==> src/rtl/ctrl_pkg.sv <==
// Shared constants and types for the multicycle core control FSM.
package ctrl_pkg;

    // Main controller states; encodings 10..15 are unused and recover to FETCH.
    typedef enum logic [3:0] {
        FETCH     = 4'd0,
        DECODE    = 4'd1,
        MEM_ADDR  = 4'd2,
        MEM_READ  = 4'd3,
        MEM_WB    = 4'd4,
        MEM_WRITE = 4'd5,
        EXECUTE   = 4'd6,
        ALU_WB    = 4'd7,
        BRANCH    = 4'd8,
        TRAP      = 4'd9
    } state_t;

    // Supported instruction opcodes (instruction[6:0]).
    localparam logic [6:0] OP_R   = 7'b0110011;
    localparam logic [6:0] OP_LW  = 7'b0000011;
    localparam logic [6:0] OP_SW  = 7'b0100011;
    localparam logic [6:0] OP_BEQ = 7'b1100011;

    // ALUOp encodings seen by the ALU control decoder.
    localparam logic [1:0] ALUOP_ADD   = 2'b00;
    localparam logic [1:0] ALUOP_SUB   = 2'b01;
    localparam logic [1:0] ALUOP_FUNCT = 2'b10;

    // ALU operand B mux selects.
    localparam logic [1:0] SRCB_REG  = 2'b00;
    localparam logic [1:0] SRCB_FOUR = 2'b01;
    localparam logic [1:0] SRCB_IMM  = 2'b10;

    // Full datapath control word produced per state.
    typedef struct packed {
        logic       pc_write;
        logic       pc_write_cond;
        logic       iord;
        logic       mem_read;
        logic       mem_write;
        logic       ir_write;
        logic       mem_to_reg;
        logic       reg_write;
        logic       alu_src_a;
        logic [1:0] alu_src_b;
        logic       pc_source;
        logic [1:0] alu_op;
        logic       instr_done;
    } ctrl_word_t;

    // True for opcodes that go through the address-calculation state.
    function automatic logic is_mem_op(input logic [6:0] op);
        return (op == OP_LW) || (op == OP_SW);
    endfunction

endpackage

==> src/rtl/ctrl_word_decode.sv <==
// Pure combinational decode of the FSM state (and mem_ready) into the control word.
module ctrl_word_decode
    import ctrl_pkg::*;
(
    input  state_t     state,
    input  logic       mem_ready,
    output ctrl_word_t ctrl
);

    // Per-state control word; everything not named in a state stays 0.
    always_comb begin
        ctrl = '0;
        unique case (state)
            FETCH: begin
                ctrl.mem_read  = 1'b1;
                ctrl.iord      = 1'b0;
                ctrl.alu_src_a = 1'b0;
                ctrl.alu_src_b = SRCB_FOUR;
                ctrl.alu_op    = ALUOP_ADD;
                ctrl.pc_source = 1'b0;
                ctrl.ir_write  = mem_ready;
                ctrl.pc_write  = mem_ready;
            end
            DECODE: begin
                ctrl.alu_src_a = 1'b0;
                ctrl.alu_src_b = SRCB_IMM;
                ctrl.alu_op    = ALUOP_ADD;
            end
            MEM_ADDR: begin
                ctrl.alu_src_a = 1'b1;
                ctrl.alu_src_b = SRCB_IMM;
                ctrl.alu_op    = ALUOP_ADD;
            end
            MEM_READ: begin
                ctrl.mem_read = 1'b1;
                ctrl.iord     = 1'b1;
            end
            MEM_WB: begin
                ctrl.reg_write  = 1'b1;
                ctrl.mem_to_reg = 1'b1;
                ctrl.instr_done = 1'b1;
            end
            MEM_WRITE: begin
                ctrl.mem_write  = 1'b1;
                ctrl.iord       = 1'b1;
                ctrl.instr_done = mem_ready;
            end
            EXECUTE: begin
                ctrl.alu_src_a = 1'b1;
                ctrl.alu_src_b = SRCB_REG;
                ctrl.alu_op    = ALUOP_FUNCT;
            end
            ALU_WB: begin
                ctrl.reg_write  = 1'b1;
                ctrl.mem_to_reg = 1'b0;
                ctrl.instr_done = 1'b1;
            end
            BRANCH: begin
                ctrl.alu_src_a     = 1'b1;
                ctrl.alu_src_b     = SRCB_REG;
                ctrl.alu_op        = ALUOP_SUB;
                ctrl.pc_write_cond = 1'b1;
                ctrl.pc_source     = 1'b1;
                ctrl.instr_done    = 1'b1;
            end
            default: ctrl = '0;   // TRAP and unused encodings: no enables, no requests
        endcase
    end

endmodule

==> src/rtl/multicycle_control.sv <==
// Main control FSM of the multicycle core: state register, next-state logic,
// sticky trap flag and reset-gated control outputs.
module multicycle_control
    import ctrl_pkg::*;
(
    input  logic       clk,
    input  logic       rst,
    input  logic [6:0] opcode,
    input  logic       mem_ready,
    output logic       PCWrite,
    output logic       PCWriteCond,
    output logic       IorD,
    output logic       MemRead,
    output logic       MemWrite,
    output logic       IRWrite,
    output logic       MemtoReg,
    output logic       RegWrite,
    output logic       ALUSrcA,
    output logic [1:0] ALUSrcB,
    output logic       PCSource,
    output logic       ALUOp0,
    output logic       ALUOp1,
    output logic       instr_done,
    output logic       trap
);

    state_t     state_q, state_d;
    logic       trap_q, trap_d;
    ctrl_word_t ctrl_raw;
    ctrl_word_t ctrl;

    // State and sticky trap registers with synchronous reset.
    always_ff @(posedge clk) begin
        if (rst) begin
            state_q <= FETCH;
            trap_q  <= 1'b0;
        end else begin
            state_q <= state_d;
            trap_q  <= trap_d;
        end
    end

    // Next-state sequencing; opcode is only looked at in DECODE and MEM_ADDR.
    always_comb begin
        state_d = state_q;
        unique case (state_q)
            FETCH:     state_d = mem_ready ? DECODE : FETCH;
            DECODE: begin
                if (is_mem_op(opcode))    state_d = MEM_ADDR;
                else if (opcode == OP_R)  state_d = EXECUTE;
                else if (opcode == OP_BEQ) state_d = BRANCH;
                else                      state_d = TRAP;
            end
            MEM_ADDR: begin
                if (opcode == OP_LW)      state_d = MEM_READ;
                else if (opcode == OP_SW) state_d = MEM_WRITE;
                else                      state_d = TRAP;
            end
            MEM_READ:  state_d = mem_ready ? MEM_WB : MEM_READ;
            MEM_WB:    state_d = FETCH;
            MEM_WRITE: state_d = mem_ready ? FETCH : MEM_WRITE;
            EXECUTE:   state_d = ALU_WB;
            ALU_WB:    state_d = FETCH;
            BRANCH:    state_d = FETCH;
            TRAP:      state_d = TRAP;
            default:   state_d = FETCH;
        endcase
        trap_d = trap_q | (state_d == TRAP);
    end

    ctrl_word_decode u_decode (
        .state     (state_q),
        .mem_ready (mem_ready),
        .ctrl      (ctrl_raw)
    );

    // Reset forces every output low so an in-flight access cannot complete.
    always_comb begin
        ctrl = rst ? '0 : ctrl_raw;
        PCWrite     = ctrl.pc_write;
        PCWriteCond = ctrl.pc_write_cond;
        IorD        = ctrl.iord;
        MemRead     = ctrl.mem_read;
        MemWrite    = ctrl.mem_write;
        IRWrite     = ctrl.ir_write;
        MemtoReg    = ctrl.mem_to_reg;
        RegWrite    = ctrl.reg_write;
        ALUSrcA     = ctrl.alu_src_a;
        ALUSrcB     = ctrl.alu_src_b;
        PCSource    = ctrl.pc_source;
        ALUOp0      = ctrl.alu_op[0];
        ALUOp1      = ctrl.alu_op[1];
        instr_done  = ctrl.instr_done;
        trap        = trap_q & ~rst;
    end

endmodule

==> config.mk <==
export PLATFORM = sky130hd
export DESIGN_NAME = multicycle_control
export DESIGN_NICKNAME = d
export VERILOG_FILES = /design/src/rtl/ctrl_pkg.sv /design/src/rtl/ctrl_word_decode.sv /design/src/rtl/multicycle_control.sv
export SDC_FILE = /design/constraint.sdc
export NUM_CORES = 1
export LEC_CHECK = 0
export BUFFER_PORTS_ARGS = -buffer_cell sky130_fd_sc_hd__buf_2
export CELL_PAD_IN_SITES_DETAIL_PLACEMENT = 1
export CELL_PAD_IN_SITES_GLOBAL_PLACEMENT = 2
export CORE_MARGIN = 1
export CORE_UTILIZATION = 23
export CTS_BUF_LIST = sky130_fd_sc_hd__clkbuf_4
export CTS_CLUSTER_SIZE = 8
export DETAILED_ROUTE_END_ITERATION = 16
export GPL_TIMING_DRIVEN = 0
export PLACE_DENSITY = 0.76
export SETUP_SLACK_MARGIN = 0.05
export SLEW_MARGIN = 30
export SYNTH_ARGS = -nofsm -noshare
export SYNTH_HDL_FRONTEND = slang
export SYNTH_SLANG_ARGS = --single-unit
==> constraint.sdc <==
create_clock -name clk -period 2.7 [get_ports clk]
set_input_delay 0.81 -clock clk [delete_from_list [all_inputs] [get_ports clk]]
set_output_delay 0.81 -clock clk [all_outputs]
set_load 0.01 [all_outputs]
# ---- After elaboration in Yosys (flattened, before gate mapping)
# Cells that the tools add are included.
dict set report totals {
  inputBits 10
  register_bits 5
  output_inout_bits 16
  wordCells 44
}
dict set report classes {
  bitwise 3
  n_eq_ne 14
  mux 19
  n_reduce_logical 6
}
# op count
set op_table {}
lappend op_table {{4-bit case mux with 7 select lines} 1}
lappend op_table {{4-bit by 3-bit == test with 1-bit output, second input constant} 4}
lappend op_table {{4-bit two-way mux} 4}
lappend op_table {{15-bit two-way mux} 1}
lappend op_table {{7-bit by 6-bit == test with 1-bit output, second input constant} 2}
lappend op_table {{4-bit == test, second input constant} 3}
lappend op_table {{3-bit case mux with 4 select lines} 1}
lappend op_table {{4-bit by 2-bit == test with 1-bit output, second input constant} 2}
lappend op_table {{2-bit case mux with 2 select lines} 2}
lappend op_table {{7-bit by 2-bit == test with 1-bit output, second input constant} 1}
lappend op_table {{7-bit == test, second input constant} 1}
lappend op_table {{1-bit two-way mux} 7}
lappend op_table {{3-bit two-way mux} 2}
lappend op_table {{2-bit OR reduction} 3}
lappend op_table {{4-bit by 1-bit == test with 1-bit output, second input constant} 1}
lappend op_table {{4-bit zero test} 1}
lappend op_table {{3-bit OR reduction} 1}
lappend op_table {{1-bit case mux with 2 select lines} 1}
lappend op_table {{1-bit AND} 1}
lappend op_table {{1-bit logical OR} 1}
lappend op_table {{1-bit NOT} 1}
lappend op_table {{1-bit OR} 1}

# ---- Depth between registers and ports, before layout
dict set report depth {
  ltp_word 7
  ltp_mapped 6
  mapped_depth_nobuf 5
}

# ---- By module
# Synthesis repeated with hierarchy kept, for this count alone.
dict set report hier_totals {
  hier_cells 97
  hier_area_um2 772.0
}
# mod area_per_inst_um2 n_inst seq_area_each_um2 cells_per_inst
set modules_own_cells {}
lappend modules_own_cells {multicycle_control 554.3 1 100.1 69}
lappend modules_own_cells {ctrl_word_decode 217.7 1 0.0 28}

# ---- Least setup slack after synthesis
# OpenSTA, ideal clock, no wires.
dict set report synth_path {
  kind {input port to output port}
  startpoint {input rst}
  endpoint {output PCWrite}
  path_stages 5
  t_required_ns 1.890
  arrival_time_ns 1.896
  setup_slack_ns -0.006
  path_buffers 2
  cell_sequence {clkbuf_1 > or3_1 > nor3_2 > and2_1 > buf_4}
}
dict set report synth_via {
  elab_chain_len 1
}
# item line
set synth_lines {}
lappend synth_lines {{start, declared} multicycle_control.sv:7} ;# input logic rst,
lappend synth_lines {{15-bit two-way mux} multicycle_control.sv:79} ;# ctrl = rst ? '0 : ctrl_raw;
lappend synth_lines {{end, declared} multicycle_control.sv:10} ;# output logic PCWrite,
# Every way passes these cells.

# ---- Worst setup path in the final report
# Same ends and word-level chain as after synthesis.

==> out/qor.csv <==
metric,value,unit
status,"complete, no violations",
"Distinct cells, synth",34,
setup violators final,0,
CTS sink count,5,
port buffer count,24,
Layout area overhead,41.34,%
routed wire length,1713,µm
worst-path cell chain,buf_8 > or3_4 > nor3_4 > and2_4 > buf_4 > buf_6,
first-pass GRT wire length,2973,µm
Layout Nets,123,
Max stage delay on crit path,0.34,ns
asr flop ratio synth,0,
worst reg2reg endpoint,trap_q,
vias in the first global route,650,
Final Hold Vio Count,0,
Via-to-Cell Ratio,4.836,
"CTS clk-pin slew, worst paths",0.04,ns
Rows,17,
Crit. End Element,primary output,
grt ovf,0,
DRT antenna net count,0,
DIE AREA,2554,µm²
total number of vias,677,
CTS H-Tree Depth,1,
Critical Path Fanout Max,9,
Final Slew Violations,0,
design area,765.7,µm²
Hold WC Path Type,reg -> reg,
Max Root-Sink Buffers,2,
cts bufs inserted,3,
CTS Root Cell,clkbuf_4,
wire per inst,12.24,µm
r2r worst-path depth,5,
Synth Flop Type,dfxtp_1,
Final min period,2.583,ns
period utilization,0.9567,
Netlist Area Pre-Place,541.8,µm²
"commonest non-fill, non-tap cells in the layout","buf_2, nor2_1, nand2_1",
CP Launch Point,rst,
Lkg Pwr,0.0003758,µW
Antenna Cells,0,
first drt pass iteration count,4,
I/O pin total,26,
die height,50.54,µm
Synth Instances,83,
CP Launch Type,input port,
largest net degree at the start of global routing,11,
Worst Setup Path Type,in -> out,
Worst R2R Setup Slack,1.34,ns
R2R Path Start,state_q[1],
"FF+latch count, synth",5,
Critical Path AT,1.77,ns
GRT Util Overall,0.1502,
PD cells,456.6,nW/µm²
drt initial violations,4,
DP Area,711.9,µm²
CORE AREA,2212,µm²
Die Wd,50.54,µm
Setup Skew,0.002481,ns
Final HPWL DP,1347,µm
initial antenna violation count,0,
worst rel slew slack,0.8183,
critical-path cell with the highest stage delay,or3_4,
"Seq/Total Area, Yosys",0.1848,
Slew @ Worst Pin,0.2722,ns
Peak VDD IR,0.0002266,V
Fmax achieved,387.1,MHz
RSZ-0062 raised after global routing,no,
Post-synth EDFFs,0,
Clock Latency Late Sink,0.24,ns
max cap viols,0,
routability congestion estimate,0.7814,
cell count along the critical path,6,
layout cells sized above 1,0.4018,
Critical Path RT,1.89,ns
Yosys Warn Count,0,
"most common cell after layout, fill and taps aside",buf_2,
# DRC,0,
Synth Area per Inst,6.527,µm²
Starting Density,0.2449,
CP endpoint,PCWrite,
"delay-heaviest family, CP",simple AND/OR/NAND/NOR gates,
TritonCTS clock tree,built,
Crit path buffers/inverters,3,
net count after synthesis,93,
setup_tns,0,ns
==> cell usage after synthesis, types with 2 or more instances <==
cell,count,area (µm²)
nand3_1,2,10.01
dfxtp_1,5,100.1
or3_1,2,12.51
nor2b_1,4,25.02
nand2b_1,2,12.51
nand2_1,8,30.03
buf_2,4,20.02
o21ai_0,6,30.03
buf_4,2,15.01
nor2_1,15,56.30
a21oi_1,7,35.03
nor3_1,3,15.01
a41oi_1,2,17.52
==> worst reg2reg max path, stage by stage (launching register included) <==
cell and delay (ns):
dfxtp_1 0.47, nand2b_1 0.31, o21ai_0 0.14, nand2_1 0.10
a31oi_2 0.05, a21o_1 0.19
==> how the worst min path moves through the flow <==
stage,from,endpoint,cells past startpoint
6_report,trap_q,trap_q,2
5_1_grt,trap_q,trap_q,2
4_1_cts,trap_q,trap_q,2
3_5_place_dp,trap_q,trap_q,2
3_3_place_gp,trap_q,trap_q,2
2_1_floorplan,state_q[0],state_q[3],3
==> power breakdown <==
group / leakage [µW] / switching, µW / internal, µW / total (µW)
logic: 0.000317 / 90.9 / 73.8 / 165
registers: 0.0000408 / 7.11 / 82.5 / 89.6
clock network: 0.0000184 / 29.5 / 65.8 / 95.3
==> repair_timing <==
action | CTS | global route
buffers inserted | 1 | 0
hold buffers | 0 | 0
resized for setup | 2 | 2
pin swaps | 3 | 3
setup endpoints to repair | 1 | 1
==> flip-flops by register name (all words and copies together), names as in the netlist <==
name and cells:
trap_q 1, state_q 4
==> metrics by stage <==
stage | power (µW) | instances | worst slack [ns] | utilization | hold slack (ns)
after floorplan | 199.6 | 83 | 0.06421 | - | 0.6014
after global placement | 246.1 | 135 | 0.02257 | 0.3218 | 0.5530
final | 349.6 | 140 | 0.1169 | 0.3462 | 0.6023
after global routing | 382.5 | 140 | 0.06691 | 0.3462 | 0.6428
after CTS | 351.7 | 140 | 0.05690 | 0.3428 | 0.6181
after detailed placement | 249.3 | 135 | 0.01143 | 0.3218 | 0.5988
==> cell families (layout without fill, tap and decap cells) <==
group | count (synthesis) | after routing | share of synthesized area
multiplexers | 1 | 1 | 0.01848
XOR/XNOR | 1 | 1 | 0.01617
flip-flops | 5 | 5 | 0.1848
AO/OA/AOI/OAI | 22 | 22 | 0.2587
AND/OR/NAND/NOR | 43 | 43 | 0.4065
adder cells (fa/ha/maj) | 1 | 1 | 0.02078
buffers and inverters | 10 | 39 | 0.09465
==> layout make-up <==
class	instances	area [µm²]
fill	303	1446
timing repair buffer	25	133.9
inverter	2	7.507
clock buffer	4	30.03
sequential	5	100.1
buffer	8	55.05
multi-input combinational	68	404.1
tap	28	35.03
==> routing by layer <==
layer,vias up,share of wire,routed length [µm],global-route usage
li1,346,-,-,-
met3,0,0.026,45,0.009091
met2,12,0.50,848,0.2556
met5,-,0,0,0
met1,319,0.48,819,0.1971
met4,0,0,0,0.05556
(Power assumes the default switching activity.)
